## src/rtl/aes_link_pkg.sv

```systemverilog
// Shared constants for the AES chip link: FSM state encoding and bus/block sizes.
package aes_link_pkg;
  localparam int BYTES_PER_BLOCK = 16;
  localparam int BUS_W           = 9;
  localparam int BLK_W           = 8 * BYTES_PER_BLOCK;

  localparam logic [1:0] ST_RX      = 2'd0;
  localparam logic [1:0] ST_DELIVER = 2'd1;
  localparam logic [1:0] ST_WAIT    = 2'd2;
  localparam logic [1:0] ST_TX      = 2'd3;
endpackage

```

## src/rtl/aes_link_if.sv

```systemverilog
// Bundle of the platform byte link and the AES-core block handshake.
interface aes_link_if;
  import aes_link_pkg::*;

  logic [BUS_W-1:0] bus_in;
  logic [BUS_W-1:0] bus_out;
  logic [BLK_W-1:0] blk_data;
  logic             blk_valid;
  logic [BLK_W-1:0] res_data;
  logic             res_valid;
  logic             res_ready;
  logic             overrun;
  logic             busy;

  modport master (output bus_in, res_data, res_valid,
                  input  bus_out, blk_data, blk_valid, res_ready, overrun, busy);
  modport slave  (input  bus_in, res_data, res_valid,
                  output bus_out, blk_data, blk_valid, res_ready, overrun, busy);
endinterface

```

## src/rtl/aes_link_sync.sv

```systemverilog
// Parameterized multi-bit flop-chain synchronizer with async active-low reset.
module aes_link_sync #(
  parameter int WIDTH  = 9,
  parameter int STAGES = 2
) (
  input  logic             clk,
  input  logic             rst_n,
  input  logic [WIDTH-1:0] d_i,
  output logic [WIDTH-1:0] q_o
);
  logic [WIDTH-1:0] sync_q [STAGES];

  always_ff @(posedge clk or negedge rst_n) begin
    if (!rst_n) begin
      for (int i = 0; i < STAGES; i++) sync_q[i] <= '0;
    end else begin
      sync_q[0] <= d_i;
      for (int i = 1; i < STAGES; i++) sync_q[i] <= sync_q[i-1];
    end
  end

  assign q_o = sync_q[STAGES-1];
endmodule

```

## src/rtl/aes_chip_link.sv

```systemverilog
// Byte-serial link between platform and AES core: assembles 16-byte blocks, returns results.
// Optional idle timeout for partial blocks is built only when AES_LINK_TIMEOUT_EN is defined.
module aes_chip_link
  import aes_link_pkg::*;
#(
  parameter int TX_HOLD     = 4,
  parameter int SYNC_STAGES = 2,
  parameter int TIMEOUT     = 1024
) (
  input logic       clk,
  input logic       rst_n,
  aes_link_if.slave link
);
  if (TX_HOLD < 2 || TX_HOLD > 255 || SYNC_STAGES < 2 || SYNC_STAGES > 4 || TIMEOUT < 2)
  begin : g_bad_param
    $error("aes_chip_link: parameter out of legal range");
  end

  logic [BUS_W-1:0] bus_s;
  logic             tog_prev_q;
  logic             edge_det;
  logic             pend_q;
  logic [1:0]       state_q, state_d;
  logic [3:0]       cnt_q, cnt_d;
  logic [7:0]       hold_q, hold_d;
  logic [BLK_W-1:0] blk_q, blk_d;
  logic [BLK_W-1:0] res_q, res_d;
  logic [BUS_W-1:0] bus_out_q, bus_out_d;
  logic             overrun_q, overrun_d;

  aes_link_sync #(.WIDTH(BUS_W), .STAGES(SYNC_STAGES)) u_sync (
    .clk   (clk),
    .rst_n (rst_n),
    .d_i   (link.bus_in),
    .q_o   (bus_s)
  );

  assign edge_det = bus_s[8] ^ tog_prev_q;

`ifdef AES_LINK_TIMEOUT_EN
  localparam int TMO_W = $clog2(TIMEOUT + 1);
  logic [TMO_W-1:0] idle_q;
  logic             tmo_hit;

  assign tmo_hit = (idle_q == TMO_W'(TIMEOUT - 1)) && !edge_det && !pend_q;

  always_ff @(posedge clk or negedge rst_n) begin
    if (!rst_n) begin
      idle_q <= '0;
    end else if (state_q != ST_RX || cnt_q == 4'd0 || edge_det || pend_q || tmo_hit) begin
      idle_q <= '0;
    end else begin
      idle_q <= idle_q + 1'b1;
    end
  end
`endif

  always_comb begin
    state_d   = state_q;
    cnt_d     = cnt_q;
    hold_d    = hold_q;
    blk_d     = blk_q;
    res_d     = res_q;
    bus_out_d = bus_out_q;
    overrun_d = overrun_q | (edge_det && state_q != ST_RX);
    case (state_q)
      ST_RX: begin
        if (pend_q) begin
          blk_d = {blk_q[BLK_W-9:0], bus_s[7:0]};
          cnt_d = cnt_q + 4'd1;
          if (cnt_q == 4'(BYTES_PER_BLOCK - 1)) state_d = ST_DELIVER;
        end
`ifdef AES_LINK_TIMEOUT_EN
        else if (tmo_hit) begin
          cnt_d = 4'd0;
        end
`endif
      end
      ST_DELIVER: state_d = ST_WAIT;
      ST_WAIT: begin
        if (link.res_valid) begin
          res_d     = {link.res_data[BLK_W-9:0], 8'h00};
          bus_out_d = {~bus_out_q[8], link.res_data[BLK_W-1 -: 8]};
          hold_d    = 8'd0;
          cnt_d     = 4'd0;
          state_d   = ST_TX;
        end
      end
      default: begin
        // cnt_q indexes the byte currently on the bus; the last byte's hold ends the block
        if (hold_q == 8'(TX_HOLD - 1)) begin
          hold_d = 8'd0;
          if (cnt_q == 4'(BYTES_PER_BLOCK - 1)) begin
            cnt_d   = 4'd0;
            state_d = ST_RX;
          end else begin
            bus_out_d = {~bus_out_q[8], res_q[BLK_W-1 -: 8]};
            res_d     = {res_q[BLK_W-9:0], 8'h00};
            cnt_d     = cnt_q + 4'd1;
          end
        end else begin
          hold_d = hold_q + 8'd1;
        end
      end
    endcase
  end

  always_ff @(posedge clk or negedge rst_n) begin
    if (!rst_n) begin
      tog_prev_q <= 1'b0;
      pend_q     <= 1'b0;
      state_q    <= ST_RX;
      cnt_q      <= 4'd0;
      hold_q     <= 8'd0;
      blk_q      <= '0;
      res_q      <= '0;
      bus_out_q  <= '0;
      overrun_q  <= 1'b0;
    end else begin
      tog_prev_q <= bus_s[8];
      pend_q     <= edge_det && (state_q == ST_RX);
      state_q    <= state_d;
      cnt_q      <= cnt_d;
      hold_q     <= hold_d;
      blk_q      <= blk_d;
      res_q      <= res_d;
      bus_out_q  <= bus_out_d;
      overrun_q  <= overrun_d;
    end
  end

  assign link.bus_out   = bus_out_q;
  assign link.blk_data  = blk_q;
  assign link.blk_valid = (state_q == ST_DELIVER);
  assign link.res_ready = (state_q == ST_WAIT);
  assign link.overrun   = overrun_q;
  assign link.busy      = !(state_q == ST_RX && cnt_q == 4'd0);
endmodule

```

## src/flat_wrapper.sv

```systemverilog
// flat-port wrapper written by rule: the top's interface ports become plain ports
module aes_chip_link_flat import aes_link_pkg::*;
#(
  parameter int TX_HOLD     = 4,
  parameter int SYNC_STAGES = 2,
  parameter int TIMEOUT     = 1024
)
  (clk, rst_n, link_bus_in, link_res_data, link_res_valid, link_bus_out, link_blk_data, link_blk_valid, link_res_ready, link_overrun, link_busy);
  aes_link_if link_i ();
  input logic clk;
  input logic rst_n;
  input wire logic [$bits(link_i.bus_in)-1:0] link_bus_in;
  input wire logic [$bits(link_i.res_data)-1:0] link_res_data;
  input wire logic [$bits(link_i.res_valid)-1:0] link_res_valid;
  output wire logic [$bits(link_i.bus_out)-1:0] link_bus_out;
  output wire logic [$bits(link_i.blk_data)-1:0] link_blk_data;
  output wire logic [$bits(link_i.blk_valid)-1:0] link_blk_valid;
  output wire logic [$bits(link_i.res_ready)-1:0] link_res_ready;
  output wire logic [$bits(link_i.overrun)-1:0] link_overrun;
  output wire logic [$bits(link_i.busy)-1:0] link_busy;
  assign link_i.bus_in = link_bus_in;
  assign link_i.res_data = link_res_data;
  assign link_i.res_valid = link_res_valid;
  assign link_bus_out = link_i.bus_out;
  assign link_blk_data = link_i.blk_data;
  assign link_blk_valid = link_i.blk_valid;
  assign link_res_ready = link_i.res_ready;
  assign link_overrun = link_i.overrun;
  assign link_busy = link_i.busy;
  aes_chip_link #(.TX_HOLD(TX_HOLD), .SYNC_STAGES(SYNC_STAGES), .TIMEOUT(TIMEOUT)) u_core (.clk(clk), .rst_n(rst_n), .link(link_i));
endmodule
```

## config.mk

```make
export PLATFORM = sky130hd
export DESIGN_NAME = aes_chip_link_flat
export DESIGN_NICKNAME = d
export VERILOG_FILES = /design/src/rtl/aes_link_pkg.sv /design/src/rtl/aes_link_if.sv /design/src/rtl/aes_link_sync.sv /design/src/rtl/aes_chip_link.sv /design/src/flat_wrapper.sv
export SDC_FILE = /design/constraint.sdc
export NUM_CORES = 1
export LEC_CHECK = 0
export CAP_MARGIN = 0
export CORE_MARGIN = 8
export CORE_UTILIZATION = 50
export CTS_BUF_LIST = sky130_fd_sc_hd__clkbuf_16
export DETAILED_ROUTE_END_ITERATION = 8
export GPL_TIMING_DRIVEN = 1
export PLACE_DENSITY_LB_ADDON = 0.3
export SETUP_SLACK_MARGIN = 0.3
export SLEW_MARGIN = 25
export SYNTH_ARGS = -nofsm -noshare
export SYNTH_HDL_FRONTEND = slang
export SYNTH_SLANG_ARGS = --single-unit
```

## constraint.sdc

```tcl
create_clock -name clk -period 4.44 [get_ports clk]
set_input_delay 0.444 -clock clk [delete_from_list [all_inputs] [get_ports clk]]
set_output_delay 0.444 -clock clk [all_outputs]
set_load 0.02 [all_outputs]
```

==> impl_metrics.tcl, run 1 <==
set metrics [dict create \
    synthCells 798 \
    drc 0 \
    synth_xor_xnor_area_share 0.00477 \
    routabilityCongestion 0.788 \
    hold_viol_final 0 \
    rr_worst_depth 7 \
    grt_overflow 0 \
    synth_top_family_by_area "multiplexers" \
    cts_buffers 31 \
    yosysTopAreaCell "dfrtp_1" \
    viasPerCell 5.18 \
    synth.distinct_cells 44 \
    synth_mux_area_frac 0.354 \
    h-tree-depth 1 \
    rsz0062_at_grt "no" \
    drt-total-wl_mm 29.4 \
    placed_area_sq_um 15900 \
    synth_most_common_cell "dfrtp_1" \
    fin_skew_ps 8.84 \
    layout_min_cycle_time_ps 3380 \
    synth-simple-area-share 0.0201 \
    slew_violations 0 \
    hold_class "in2reg" \
    setup_viol 0 \
    die_w_microns 176 \
    slew_headroom 0.357 \
    worstMarginPinSlew_ps 965 \
    yosys.area_share.adder 0.00681 \
    clk_latency_ps 540 \
    synth_ff_type "dfrtp_1" \
    synth_compound_area_frac 0.0171 \
    placeableCoreArea_sq_um 25300 \
    nFillCells 1826 \
    boundaryPins 281 \
    crit_type "reg2reg" \
    ys_seq_area_frac 0.568 \
    path_max_fanout 46 \
    num_vias 7424 \
    power.density_nw_per_um2 673 \
    synth.area.top_cells "dfrtp_1 (57%), mux2_2 (24%), mux2_4 (12%)" \
    hold_depth 1 \
    io_buffers 280 \
    synth-seq-cells 292 \
    place_hpwl_mm 21.1 \
    synth_nets 945 \
    grt_max_degree 115 \
    grt_antenna_before_repair 4 \
    grt_pass1_wl_mm 45.4 \
    post_cts_resized 0 \
    grt_pass1_vias 7987 \
    required_ps 4860 \
    finalCritPeriodShare 0.762 \
    maxCapViolations 0 \
    post_cts_buffers 0 \
    setup_tns_ps 0 \
    endpoint_kind "flop" \
    drive_gt1_frac 0.390 \
    crit_arrival_ps 3800 \
    start_util 0.509 \
    nets 1226 \
    drtIter0Drc 354 \
    syn_to_final_growth_pct 31.0 \
    crit_path_start_kind "flop" \
    cts.sinks 292 \
    postLayoutCellArea_sq_um 16800 \
    cts_buffer_depth 3 \
    synth_area_sq_um 12900 \
    clockRootBuffer "clkbuf_16" \
    synth_top_area_frac 0.568 \
    r2r_slack_ps 1060 \
    die_h_microns 176 \
    grt_util_all_layers 0.183 \
    fmax_mhz 296 \
    clkTransAtPathRegs_ps 60 \
    peakVddDrop_mv 0.392 \
    postSynthAreaPerCell_sq_um 16.1 \
    die_area_sq_um 31100 \
    dr.pass1.iters 4 \
    cts_tree "built" \
    ant_nets 0 \
    wire_per_inst_microns 20.5 \
    postCtsHoldBufs 1 \
    status "finished, final reports clean" \
    async_reset_ff_frac 1.00 \
    ys_warn_count 0 \
    synth_edf_count 0 \
    ys_top_cells_by_count "dfrtp_1 (292), mux2_2 (270), mux2_4 (100)" \
    leakagePower_uw 0.00765 \
    fp-row-count 58 \
]
-- where the power goes --
part	total [uW]	switching, uW	internal, uW
clock network	2440	1010	1430
logic	4920	1910	3020
registers	3980	498	3490
-- cell usage in the layout, fill, tap and decap left out, types with 5 or more instances in the layout --
cell type / count
mux2_4: 100
dfrtp_1: 292
xnor2_1: 6
clkbuf_16: 31
clkinv_1: 8
clkinv_2: 8
buf_4: 8
nor2_1: 12
mux2_2: 270
clkdlybuf4s50_1: 279
o21ai_0: 5
a22o_1: 9
nand3_1: 6
ha_1: 6
inv_1: 11
-- routing by layer --
metal / track usage / part of all wire / vias up
li1: - / - / 3444
met1: 0.236 / 0.43 / 3708
met2: 0.303 / 0.48 / 224
met3: 0.0506 / 0.071 / 42
met4: 0.0417 / 0.017 / 6
met5: 0 / 0.0011 / -
-- final cells by class --
| cell class | instances | area [sq um] | share of cell area |
|---|---|---|---|
| flip-flops and latches | 292 | 7310 | 0.434 |
| inverters | 5 | 18.8 | 0.00111 |
| diodes | 2 | 5.00 | 0.000297 |
| clock inverters | 25 | 183 | 0.0108 |
| repair buffers | 292 | 2940 | 0.174 |
| clock buffers | 31 | 776 | 0.0460 |
| well taps | 330 | 413 | 0.0245 |
| multi-input cells | 457 | 5210 | 0.309 |
-- cell families (layout without fill, tap and decap cells) --
kind of cell / Yosys count / in the layout
buf+inv: 49 / 353
fa+ha+maj: 7 / 7
simple gates: 45 / 45
flops: 292 / 292
xor+xnor: 7 / 7
mux: 371 / 371
compound gates: 27 / 27
other cells: 0 / 2
-- sequential cells by signal, summed over array words and instances (netlist names), 2 cells and up --
register	count
u_core.u_sync.sync_q	9
u_core.hold_q	8
u_core.res_q	120
u_core.cnt_q	4
u_core.link.bus_out	9
u_core.u_sync.q_o	9
u_core.link.blk_data	128
u_core.state_q	2
-- worst max-delay path: stages, from the launching register on --
cell and delay [ps]:
dfrtp_1 420, inv_1 80, ha_1 390, or2_1 410, nor3_4 390, a31o_4 770, buf_4 400, mux2_4 330
-- metrics by stage --
stage	instances	hold WS [ps]	utilization	power [uW]	setup WS, ps
after floorplan	798	148	-	8010	2140
after global placement	1375	331	0.628	8870	1100
after detailed placement	1375	338	0.628	8990	1060
after CTS	1432	313	0.667	11500	1060
after global routing	1433	342	0.667	11900	861
final	1434	343	0.667	11300	1060
-- path summary, 6_finish.rpt --
path,from,endpoint
min,link_bus_in[8],u_core.u_sync.sync_q[17]$_DFF_PN0_
max reg2reg,u_core.state_q[1]$_DFFE_PN0P_,u_core.res_q[62]$_DFFE_PN0P_
max,u_core.state_q[1]$_DFFE_PN0P_,u_core.res_q[62]$_DFFE_PN0P_
max in group asynchronous,rst_n,u_core.res_q[10]$_DFFE_PN0P_
min in group asynchronous,rst_n,u_core.link.blk_data[111]$_DFFE_PN0P_
min reg2reg,u_core.u_sync.sync_q[9]$_DFF_PN0_,u_core.u_sync.q_o[0]$_DFF_PN0_
No activity file was read; power rests on OpenSTA's default activity.
==> run 2: changes to the inputs <==
--- a/config.mk
+++ b/config.mk
@@ -7,7 +7,7 @@
 export LEC_CHECK = 0
 export CAP_MARGIN = 0
 export CORE_MARGIN = 8
-export CORE_UTILIZATION = 50
+export CORE_UTILIZATION = 46
 export CTS_BUF_LIST = sky130_fd_sc_hd__clkbuf_16
 export DETAILED_ROUTE_END_ITERATION = 8
 export GPL_TIMING_DRIVEN = 1
==> constraint.sdc (replaced) <==
create_clock -name clk -period 2.8 [get_ports clk]
set_input_delay 0.28 -clock clk [delete_from_list [all_inputs] [get_ports clk]]
set_output_delay 0.28 -clock clk [all_outputs]
set_load 0.02 [all_outputs]
==> run 2 against run 1 <==
Effect of this change:
- sequential share of layout area decreased by 0.98 points
- largest power group unchanged
- routed wire length increased by 0.98%
- clock-buffer cell count unchanged
- maximum frequency increased by 42%
- combinational power increased by 65%
- clock power increased by 73%
- cell count increased by 3.9%
- via count increased by 1.3%
- global-route usage decreased by 1.2 points
- sequential power increased by 59%
- highest routed layer unchanged
==> impl_metrics.tcl, run 2 (synthesis results as in run 1) <==
set metrics [dict create \
    status "finished, final reports clean" \
    layout_commonest_cell "dfrtp_1" \
    viasPerCell 5.05 \
    dp_cells 1430 \
    crit_arrival_ps 2820 \
    final_cells 1490 \
    fin_skew_ps 11.5 \
    multi_input_area_sq_um 5200 \
    start_util 0.466 \
    h-tree-depth 1 \
    layout_min_cycle_time_ps 2380 \
    syn_to_final_growth_pct 34.0 \
    grt_antenna_before_repair 1 \
    slew_headroom 0.592 \
    drive_gt1_frac 0.403 \
    cp.depth 7 \
    ff_latch_area_sq_um 7310 \
    crit_end "u_core.res_q[62]$_DFFE_PN0P_" \
    nFillCells 2129 \
    die_area_sq_um 33600 \
    endpoint_kind "flop" \
    post_cts_buffers 0 \
    clkTransAtPathRegs_ps 60 \
    critPathTopFamily "simple AND/OR/NAND/NOR gates" \
    largest_reg_flops 128 \
    drt-total-wl_mm 29.6 \
    grt_util_all_layers 0.171 \
    crit_path_start "u_core.state_q[1]$_DFFE_PN0P_" \
    crit_path_start_kind "flop" \
    clockRootBuffer "clkbuf_16" \
    die_w_microns 183 \
    finalCritPeriodShare 0.851 \
    r2r_slack_ps 420 \
    most-common-layout-cells "dfrtp_1 (292), clkdlybuf4s50_1 (277), mux2_2 (270)" \
    cts_tree "built" \
    placeableCoreArea_sq_um 27600 \
    setup_tns_ps 0 \
    hold_class "in2reg" \
    rr_worst_depth 7 \
    leakagePower_uw 0.00780 \
    cts.sinks 292 \
    fp-row-count 61 \
    num_vias 7518 \
    n_antenna_cell 0 \
    place_hpwl_mm 20.8 \
    io_buffers 280 \
    setup_viol 0 \
    dr.pass1.iters 4 \
    cts_buffer_depth 3 \
    drc 0 \
    die_h_microns 183 \
    required_ps 3230 \
    grt_pass1_vias 8146 \
    routabilityCongestion 0.752 \
    grt_overflow 0 \
    rr_endpoint "u_core.res_q[62]$_DFFE_PN0P_" \
    fmax_mhz 420 \
    slowest_stage "dfrtp_1" \
    cts_buffers 30 \
    maxCapViolations 0 \
    cp_cell_sequence "inv_1 > ha_1 > or2_1 > nor2_2 > a31o_4 > clkbuf_16 > mux2_4" \
    crit_type "reg2reg" \
    worstMarginPinSlew_ps 612 \
    slew_violations 0 \
    peakVddDrop_mv 0.873 \
    wire_per_inst_microns 19.9 \
    boundaryPins 281 \
    slowest_delay_ps 420 \
    drtIter0Drc 345 \
    grt_max_degree 75 \
    path_max_fanout 32 \
    hold_viol_final 0 \
    ant_nets 0 \
    r2r-start "u_core.state_q[1]$_DFFE_PN0P_" \
    clk_latency_ps 550 \
    critPathBufInv 2 \
    nets 1235 \
    power.density_nw_per_um2 1080 \
    rsz0062_at_grt "yes" \
    grt_pass1_wl_mm 46.1 \
]
## run 2: area by class of cell
class	count	share of cell area
timing repair buffer	302	0.184
clock inverter	25	0.0166
clock buffer	31	0.0450
multi-input combinational	457	0.302
tap	378	0.0274
inverter	5	0.00109
sequential	292	0.424
## run 2: metrics by stage
stage	worst slack (ps)	power, uW	hold slack, ps	util	instance area [sq um]
floorplan	502	12700	-15.6	-	12900
global placement	361	14100	311	0.581	16100
detailed placement	291	14200	314	0.581	16100
CTS	275	18700	143	0.622	17200
global route	274	19700	144	0.624	17200
finish	416	18600	177	0.624	17200
## run 2: timing repair
item | CTS | global route
setup endpoints to repair | 16 | 121
cloned | 1 | 2
hold buffers | 1 | 0
pin swaps | 0 | 0
hold endpoints to repair | 67 | 0
resized for setup | 3 | 4
## run 2: how the worst min path moves through the flow
stage | depth (start not counted) | startpoint | slack, ps | to
after floorplan | 0 | rst_n | -20 | u_core.cnt_q[0]$_DFFE_PN0P_
after global placement | 1 | rst_n | 310 | u_core.link.blk_data[116]$_DFFE_PN0P_
after detailed placement | 1 | rst_n | 310 | u_core.link.blk_data[124]$_DFFE_PN0P_
after CTS | 1 | link_bus_in[6] | 140 | u_core.u_sync.sync_q[15]$_DFF_PN0_
after global routing | 1 | link_bus_in[6] | 140 | u_core.u_sync.sync_q[15]$_DFF_PN0_
final | 1 | link_bus_in[6] | 180 | u_core.u_sync.sync_q[15]$_DFF_PN0_
## run 2: power by group
part / leakage (uW) / switching [uW] / internal [uW]
logic: 0.00354 / 3130 / 4980
registers: 0.00374 / 777 / 5530
clock network: 0.000523 / 1670 / 2560
## run 2: routing by layer
| metal | GRT usage | vias to the layer above | share of wire |
|---|---|---|---|
| li1 | - | 3460 | - |
| met1 | 0.229 | 3787 | 0.43 |
| met2 | 0.278 | 228 | 0.48 |
| met3 | 0.0404 | 41 | 0.068 |
| met4 | 0.0410 | 2 | 0.019 |
| met5 | 0 | - | 0.00040 |
